## config.mk

```make
export PLATFORM = sky130hd
export DESIGN_NAME = uart_tx_ctrl_flat
export DESIGN_NICKNAME = d
export VERILOG_FILES = /design/src/rtl/uart_tx_ctrl_if.sv /design/src/rtl/uart_tx_ctrl.sv /design/src/flat_wrapper.sv
export SDC_FILE = /design/constraint.sdc
export NUM_CORES = 1
export LEC_CHECK = 0
export ABC_AREA = 0
export BUFFER_PORTS_ARGS = -buffer_cell sky130_fd_sc_hd__buf_2
export CORE_UTILIZATION = 50
export DETAILED_ROUTE_END_ITERATION = 12
export PLACE_DENSITY = 0.8
export RECOVER_POWER = 100
export SETUP_SLACK_MARGIN = 0.2
export SLEW_MARGIN = 10
export SYNTH_ARGS = -nofsm -noshare
export SYNTH_HDL_FRONTEND = slang
export SYNTH_SLANG_ARGS = --single-unit
```

## constraint.sdc

```tcl
create_clock -name clk -period 2.12 [get_ports clk]
set_clock_uncertainty 0.15 [all_clocks]
set_input_delay 0 -clock clk [delete_from_list [all_inputs] [get_ports clk]]
set_output_delay 0 -clock clk [all_outputs]
set_load 0.05 [all_outputs]
```

## src/rtl/uart_tx_ctrl_if.sv

```systemverilog
// ----------------------------------------------------------------------------
// uart_tx_ctrl_if
//   Bundle between the UART TX frame sequencer and its user / output mux.
//   master : drives the payload request and reads the mux controls.
//   slave  : the sequencer itself.
// Signals
//   p_data      payload word, sampled only when a frame is accepted
//   data_valid  send request (level)
//   par_en      insert a parity bit in this frame
//   par_typ     0 = even parity, 1 = odd parity
//   mux_sel     TX output mux select (00=0, 01=ser_data, 10=par_bit, 11=1)
//   ser_data    current payload bit
//   par_bit     parity bit of the frame in flight
//   busy        frame in progress
// ----------------------------------------------------------------------------
interface uart_tx_ctrl_if #(
    parameter int DATA_WIDTH = 8
);
    logic [DATA_WIDTH-1:0] p_data;
    logic                  data_valid;
    logic                  par_en;
    logic                  par_typ;
    logic [1:0]            mux_sel;
    logic                  ser_data;
    logic                  par_bit;
    logic                  busy;

    modport master (
        output p_data, data_valid, par_en, par_typ,
        input  mux_sel, ser_data, par_bit, busy
    );

    modport slave (
        input  p_data, data_valid, par_en, par_typ,
        output mux_sel, ser_data, par_bit, busy
    );
endinterface

```

## src/rtl/uart_tx_ctrl.sv

```systemverilog
// ----------------------------------------------------------------------------
// uart_tx_ctrl
//   Frame sequencer for the UART transmit path. clk is the baud tick: every
//   rising edge is one bit time. A word is latched when data_valid is seen in
//   IDLE (or at the close of the final stop bit, giving back-to-back frames),
//   then the output mux is walked through START, DATA (LSB first), optional
//   PARITY and STOP_BITS stop cycles. All outputs are registered and change
//   together with the state register.
// Ports
//   clk   in   baud-tick clock
//   rst   in   asynchronous active-low reset
//   bus   slave modport of uart_tx_ctrl_if (payload request in, mux controls out)
// Parameters
//   DATA_WIDTH  payload bits per frame (5..9)
//   STOP_BITS   stop-bit cycles per frame (1 or 2)
// ----------------------------------------------------------------------------
module uart_tx_ctrl #(
    parameter int DATA_WIDTH = 8,
    parameter int STOP_BITS  = 1
) (
    input  logic          clk,
    input  logic          rst,
    uart_tx_ctrl_if.slave bus
);
    localparam int CNT_W = $clog2(DATA_WIDTH + 1);
    localparam logic [CNT_W-1:0] DATA_LAST = CNT_W'(DATA_WIDTH - 1);
    localparam logic [CNT_W-1:0] STOP_LAST = CNT_W'(STOP_BITS - 1);
    localparam logic [CNT_W-1:0] CNT_ONE   = CNT_W'(1);

    localparam logic [1:0] SEL_START = 2'b00;
    localparam logic [1:0] SEL_DATA  = 2'b01;
    localparam logic [1:0] SEL_PAR   = 2'b10;
    localparam logic [1:0] SEL_HIGH  = 2'b11;

    typedef enum logic [2:0] {
        ST_IDLE   = 3'd0,
        ST_START  = 3'd1,
        ST_DATA   = 3'd2,
        ST_PARITY = 3'd3,
        ST_STOP   = 3'd4
    } state_t;

    state_t                state_r;
    logic [DATA_WIDTH-1:0] shift_r;
    logic [CNT_W-1:0]      cnt_r;
    logic                  par_en_r;
    logic [1:0]            mux_sel_r;
    logic                  ser_data_r;
    logic                  par_bit_r;
    logic                  busy_r;
    logic                  accept_s;

    // Parity over the payload; odd parity is the inverse of even parity.
    function automatic logic frame_parity(input logic [DATA_WIDTH-1:0] data,
                                          input logic                  odd);
        return (^data) ^ odd;
    endfunction

    // A word is taken when idle, or at the edge that ends the last stop cycle.
    always_comb begin
        accept_s = 1'b0;
        if (bus.data_valid) begin
            if (state_r == ST_IDLE) begin
                accept_s = 1'b1;
            end else if ((state_r == ST_STOP) && (cnt_r == STOP_LAST)) begin
                accept_s = 1'b1;
            end else begin
                accept_s = 1'b0;
            end
        end else begin
            accept_s = 1'b0;
        end
    end

    // Frame FSM; outputs are loaded alongside the next state so they are Moore-registered.
    always_ff @(posedge clk or negedge rst) begin
        if (!rst) begin
            state_r    <= ST_IDLE;
            shift_r    <= '0;
            cnt_r      <= '0;
            par_en_r   <= 1'b0;
            mux_sel_r  <= SEL_HIGH;
            ser_data_r <= 1'b0;
            par_bit_r  <= 1'b0;
            busy_r     <= 1'b0;
        end else if (accept_s) begin
            shift_r    <= bus.p_data;
            par_en_r   <= bus.par_en;
            par_bit_r  <= frame_parity(bus.p_data, bus.par_typ);
            cnt_r      <= '0;
            state_r    <= ST_START;
            mux_sel_r  <= SEL_START;
            busy_r     <= 1'b1;
        end else begin
            case (state_r)
                ST_IDLE: begin
                    mux_sel_r <= SEL_HIGH;
                    busy_r    <= 1'b0;
                end
                ST_START: begin
                    // First payload bit is presented as DATA begins.
                    ser_data_r <= shift_r[0];
                    shift_r    <= {1'b0, shift_r[DATA_WIDTH-1:1]};
                    cnt_r      <= '0;
                    state_r    <= ST_DATA;
                    mux_sel_r  <= SEL_DATA;
                end
                ST_DATA: begin
                    if (cnt_r == DATA_LAST) begin
                        cnt_r <= '0;
                        if (par_en_r) begin
                            state_r   <= ST_PARITY;
                            mux_sel_r <= SEL_PAR;
                        end else begin
                            state_r   <= ST_STOP;
                            mux_sel_r <= SEL_HIGH;
                        end
                    end else begin
                        cnt_r      <= cnt_r + CNT_ONE;
                        ser_data_r <= shift_r[0];
                        shift_r    <= {1'b0, shift_r[DATA_WIDTH-1:1]};
                    end
                end
                ST_PARITY: begin
                    cnt_r     <= '0;
                    state_r   <= ST_STOP;
                    mux_sel_r <= SEL_HIGH;
                end
                ST_STOP: begin
                    if (cnt_r == STOP_LAST) begin
                        cnt_r     <= '0;
                        state_r   <= ST_IDLE;
                        mux_sel_r <= SEL_HIGH;
                        busy_r    <= 1'b0;
                    end else begin
                        cnt_r <= cnt_r + CNT_ONE;
                    end
                end
                default: begin
                    // Unused encodings fall back to an idle, high line.
                    state_r   <= ST_IDLE;
                    cnt_r     <= '0;
                    mux_sel_r <= SEL_HIGH;
                    busy_r    <= 1'b0;
                end
            endcase
        end
    end

    assign bus.mux_sel  = mux_sel_r;
    assign bus.ser_data = ser_data_r;
    assign bus.par_bit  = par_bit_r;
    assign bus.busy     = busy_r;
endmodule

```

## src/flat_wrapper.sv

```systemverilog
// flat-port wrapper written by rule: the top's interface ports become plain ports
module uart_tx_ctrl_flat 
#(
    parameter int DATA_WIDTH = 8,
    parameter int STOP_BITS  = 1
)
  (clk, rst, bus_p_data, bus_data_valid, bus_par_en, bus_par_typ, bus_mux_sel, bus_ser_data, bus_par_bit, bus_busy);
  uart_tx_ctrl_if #(.DATA_WIDTH(DATA_WIDTH)) bus_i ();
  input  logic clk;
  input  logic rst;
  input wire logic [$bits(bus_i.p_data)-1:0] bus_p_data;
  input wire logic [$bits(bus_i.data_valid)-1:0] bus_data_valid;
  input wire logic [$bits(bus_i.par_en)-1:0] bus_par_en;
  input wire logic [$bits(bus_i.par_typ)-1:0] bus_par_typ;
  output wire logic [$bits(bus_i.mux_sel)-1:0] bus_mux_sel;
  output wire logic [$bits(bus_i.ser_data)-1:0] bus_ser_data;
  output wire logic [$bits(bus_i.par_bit)-1:0] bus_par_bit;
  output wire logic [$bits(bus_i.busy)-1:0] bus_busy;
  assign bus_i.p_data = bus_p_data;
  assign bus_i.data_valid = bus_data_valid;
  assign bus_i.par_en = bus_par_en;
  assign bus_i.par_typ = bus_par_typ;
  assign bus_mux_sel = bus_i.mux_sel;
  assign bus_ser_data = bus_i.ser_data;
  assign bus_par_bit = bus_i.par_bit;
  assign bus_busy = bus_i.busy;
  uart_tx_ctrl #(.DATA_WIDTH(DATA_WIDTH), .STOP_BITS(STOP_BITS)) u_core (.clk(clk), .rst(rst), .bus(bus_i));
endmodule
```

==> flow_summary.yaml <==
min_path:
  hold_class: "input pin to asynchronous set/reset pin"
worst_setup_path:
  r2r_start: "u_core.cnt_r[0]$_DFFE_PN0P_"
  crit_fanout: 3
  critPathKind: "flop to flop"
  arrival_ns: 2.23
  worstSetupStartpointType: "flop"
  critPathRequiredTime_ns: 2.17
  end_kind: "flop"
  cp-startpoint: "u_core.cnt_r[0]$_DFFE_PN0P_"
run_status:
  status: "complete, but fails checks"
  violations: "negative setup slack"
yosys:
  ys_top_cells_by_area: "dfrtp_1 40%, a221o_1 5.1%, dfstp_2 4.4%"
  synth.most_common_cell: "dfrtp_1"
  ys_seq_area_share_pct: 44.51
  ys_types: 35
  avgSynthCellArea_um2: 10.50
  synth_top_cell_by_area: "dfrtp_1"
  synthArstFlopShare_pct: 100.0
  synth_common_cells: "19 x dfrtp_1, 10 x o21ai_0, 6 x a21oi_1, 6 x a221o_1, 6 x xnor2_1"
  ys_seq_elements: 21
  synth_warnings: 0
  synth_nets: 128
  synth_edf_count: 0
  synthCells: 113
  synth_area_mm2: 0.001186
  synth_top_area_share_pct: 40.08
  synthFlopType: "dfrtp_1"
sta:
  fin_crit_sh_pct: 102.6
  final-max-slew-violation-count: 0
  setup_viol: 8
  rsz0062_at_grt: "true"
  fin_ws_ns: -0.05467
  hold_viol_final: 0
  tightest_slew_ns: 1.105
  max_freq_mhz: 459.8
  min_period_ns: 2.175
  relSlewSlack_pct: 26.33
  tns_ns: -0.1610
global_routing:
  grt_pass1_wl_um: 4347
  grt_max_degree: 22
  first_global_vias: 963
  grt_usage_pct: 23.03
  overflow: 0
  antenna_found_initial: 0
finish:
  diodes: 0
  n_fill_cell: 167
  fin_nets: 169
  finish.utilization_pct: 69.47
  syn2layout_area_growth_pct: 30.80
  layout-drive-gt1-share_pct: 32.03
routing:
  dr.pass1.iters: 4
  wl_per_cell_um: 15.33
  routed_via_density: 5.906
  drtAntennaViolNets: 0
  routed_wl_um: 2775
  drt_iter0_drc: 30
  route.detailed.drc: 0
  vias: 1069
place:
  dp_hpwl_um: 1750
  gp_congestion: 0.8744
  io_buffers: 17
power:
  power_density_mw_per_mm2: 1455
  ir_drop_v: 0.0009974
  p_leak_nw: 0.6917
die:
  fp.dieH_um: 50.71
  fp-row-count: 17
  fp.dieArea_mm2: 0.002571
  core_area_mm2: 0.002233
  die_w_um: 50.71
  io_pins: 18
  start_util_pct: 53.11
clocking:
  clock_path_buffers: 2
  clock_sinks: 21
  clockRootBuffer: "clkbuf_4"
  cts_buffers: 3
  cts_tree: "built"
  clk_pin_slew_ns: 0.11
  htree_levels: 1
  clk_latency_ns: 0.30
job:
  maxCapViolCount: 0
[critical path, stage by stage (launching register included)]
cell,delay [ns]
dfrtp_1,0.41
inv_1,0.10
ha_4,0.13
or3b_4,0.39
a2111oi_4,0.40
buf_4,0.20
mux2_4,0.29
[per-layer routing]
metal	vias to the layer above	part of all wire, %	global-route usage, %
met5	-	0	0
li1	492	-	-
met4	0	3.4	13.89
met3	11	5.2	3.636
met2	42	46	35.11
met1	524	45	30.52
[worst paths after layout]
kind | end | slack (ns) | depth (start not counted)
max | u_core.par_en_r$_DFFE_PN0P_ | -0.05 | 6
min | u_core.cnt_r[2]$_DFFE_PN0P_ | 0.26 | 2
max reg2reg | u_core.par_en_r$_DFFE_PN0P_ | -0.05 | 6
min reg2reg | u_core.bus.mux_sel[1]$_DFFE_PN1P_ | 0.34 | 1
max in group asynchronous | u_core.shift_r[6]$_DFFE_PN0P_ | 0.90 | 2
min in group clk | u_core.bus.par_bit$_DFFE_PN0P_ | 0.27 | 5
[kinds of logic after synthesis]
family	synth area share [%]
AOI/OAI and AO/OA	22.36
and+or+nand+nor	16.67
DFF	44.52
buffers and inverters	3.586
xor gates and xnor gates	7.067
muxes	3.692
adders and majority gates	2.109
[state kept, by name, summed over array words and instances, names as in the netlist]
name                 count
u_core.bus.par_bit       1
u_core.state_r           3
u_core.bus.mux_sel       2
u_core.bus.busy          1
u_core.par_en_r          1
u_core.bus.ser_data      1
u_core.cnt_r             4
u_core.shift_r           8
[cell usage in the layout, fill, tap and decap left out, types with 4 or more instances in the layout]
| master | n |
|---|---|
| dfrtp_1 | 19 |
| xnor2_1 | 6 |
| dlygate4sd3_1 | 11 |
| clkbuf_1 | 7 |
| nand2b_1 | 4 |
| buf_2 | 11 |
| and2_2 | 6 |
| nand2_1 | 5 |
| o21ai_0 | 8 |
| buf_4 | 9 |
| nor2b_1 | 5 |
| a21oi_1 | 4 |
| a221o_1 | 6 |
[stage by stage]
step | setup slack [ns] | hold slack (ns) | std cells | total power, mW | instance area [um2]
floorplan | -0.05905 | -0.4456 | 113 | 1.600 | 1196
global placement | -0.005458 | -0.1773 | 163 | 1.859 | 1364
detailed placement | -0.07650 | -0.1752 | 163 | 1.900 | 1364
CTS | -0.08368 | 0.02106 | 180 | 2.183 | 1535
global route | -0.1079 | 0.3054 | 181 | 2.403 | 1551
finish | -0.05467 | 0.2623 | 181 | 2.257 | 1551
[where the power goes]
group / switching [mW] / total (mW) / internal [mW]
sequential: 0.133 / 0.728 / 0.595
combinational: 0.738 / 1.34 / 0.599
clock: 0.122 / 0.193 / 0.0705
total: 0.993 / 2.26 / 1.26
[repair_timing]
item,CTS,global route
hold buffers,11,0
gates resized for setup,7,7
pin swaps,1,2
endpoints found under the setup margin,14,15
gates cloned,0,1
hold endpoints to repair,36,0
setup buffers,2,0
[final cells by class]
| type | count | area, um2 | share of cell area [%] |
|---|---|---|---|
| clock buffers | 3 | 22.52 | 1.452 |
| clock inverters | 1 | 5.005 | 0.3226 |
| inverters | 4 | 15.01 | 0.9677 |
| multi-input cells | 84 | 664.4 | 42.82 |
| flip-flops and latches | 21 | 528.0 | 34.03 |
| well taps | 28 | 35.03 | 2.258 |
| repair buffers | 40 | 281.5 | 18.15 |
No activity file was read; power rests on OpenSTA's default activity.
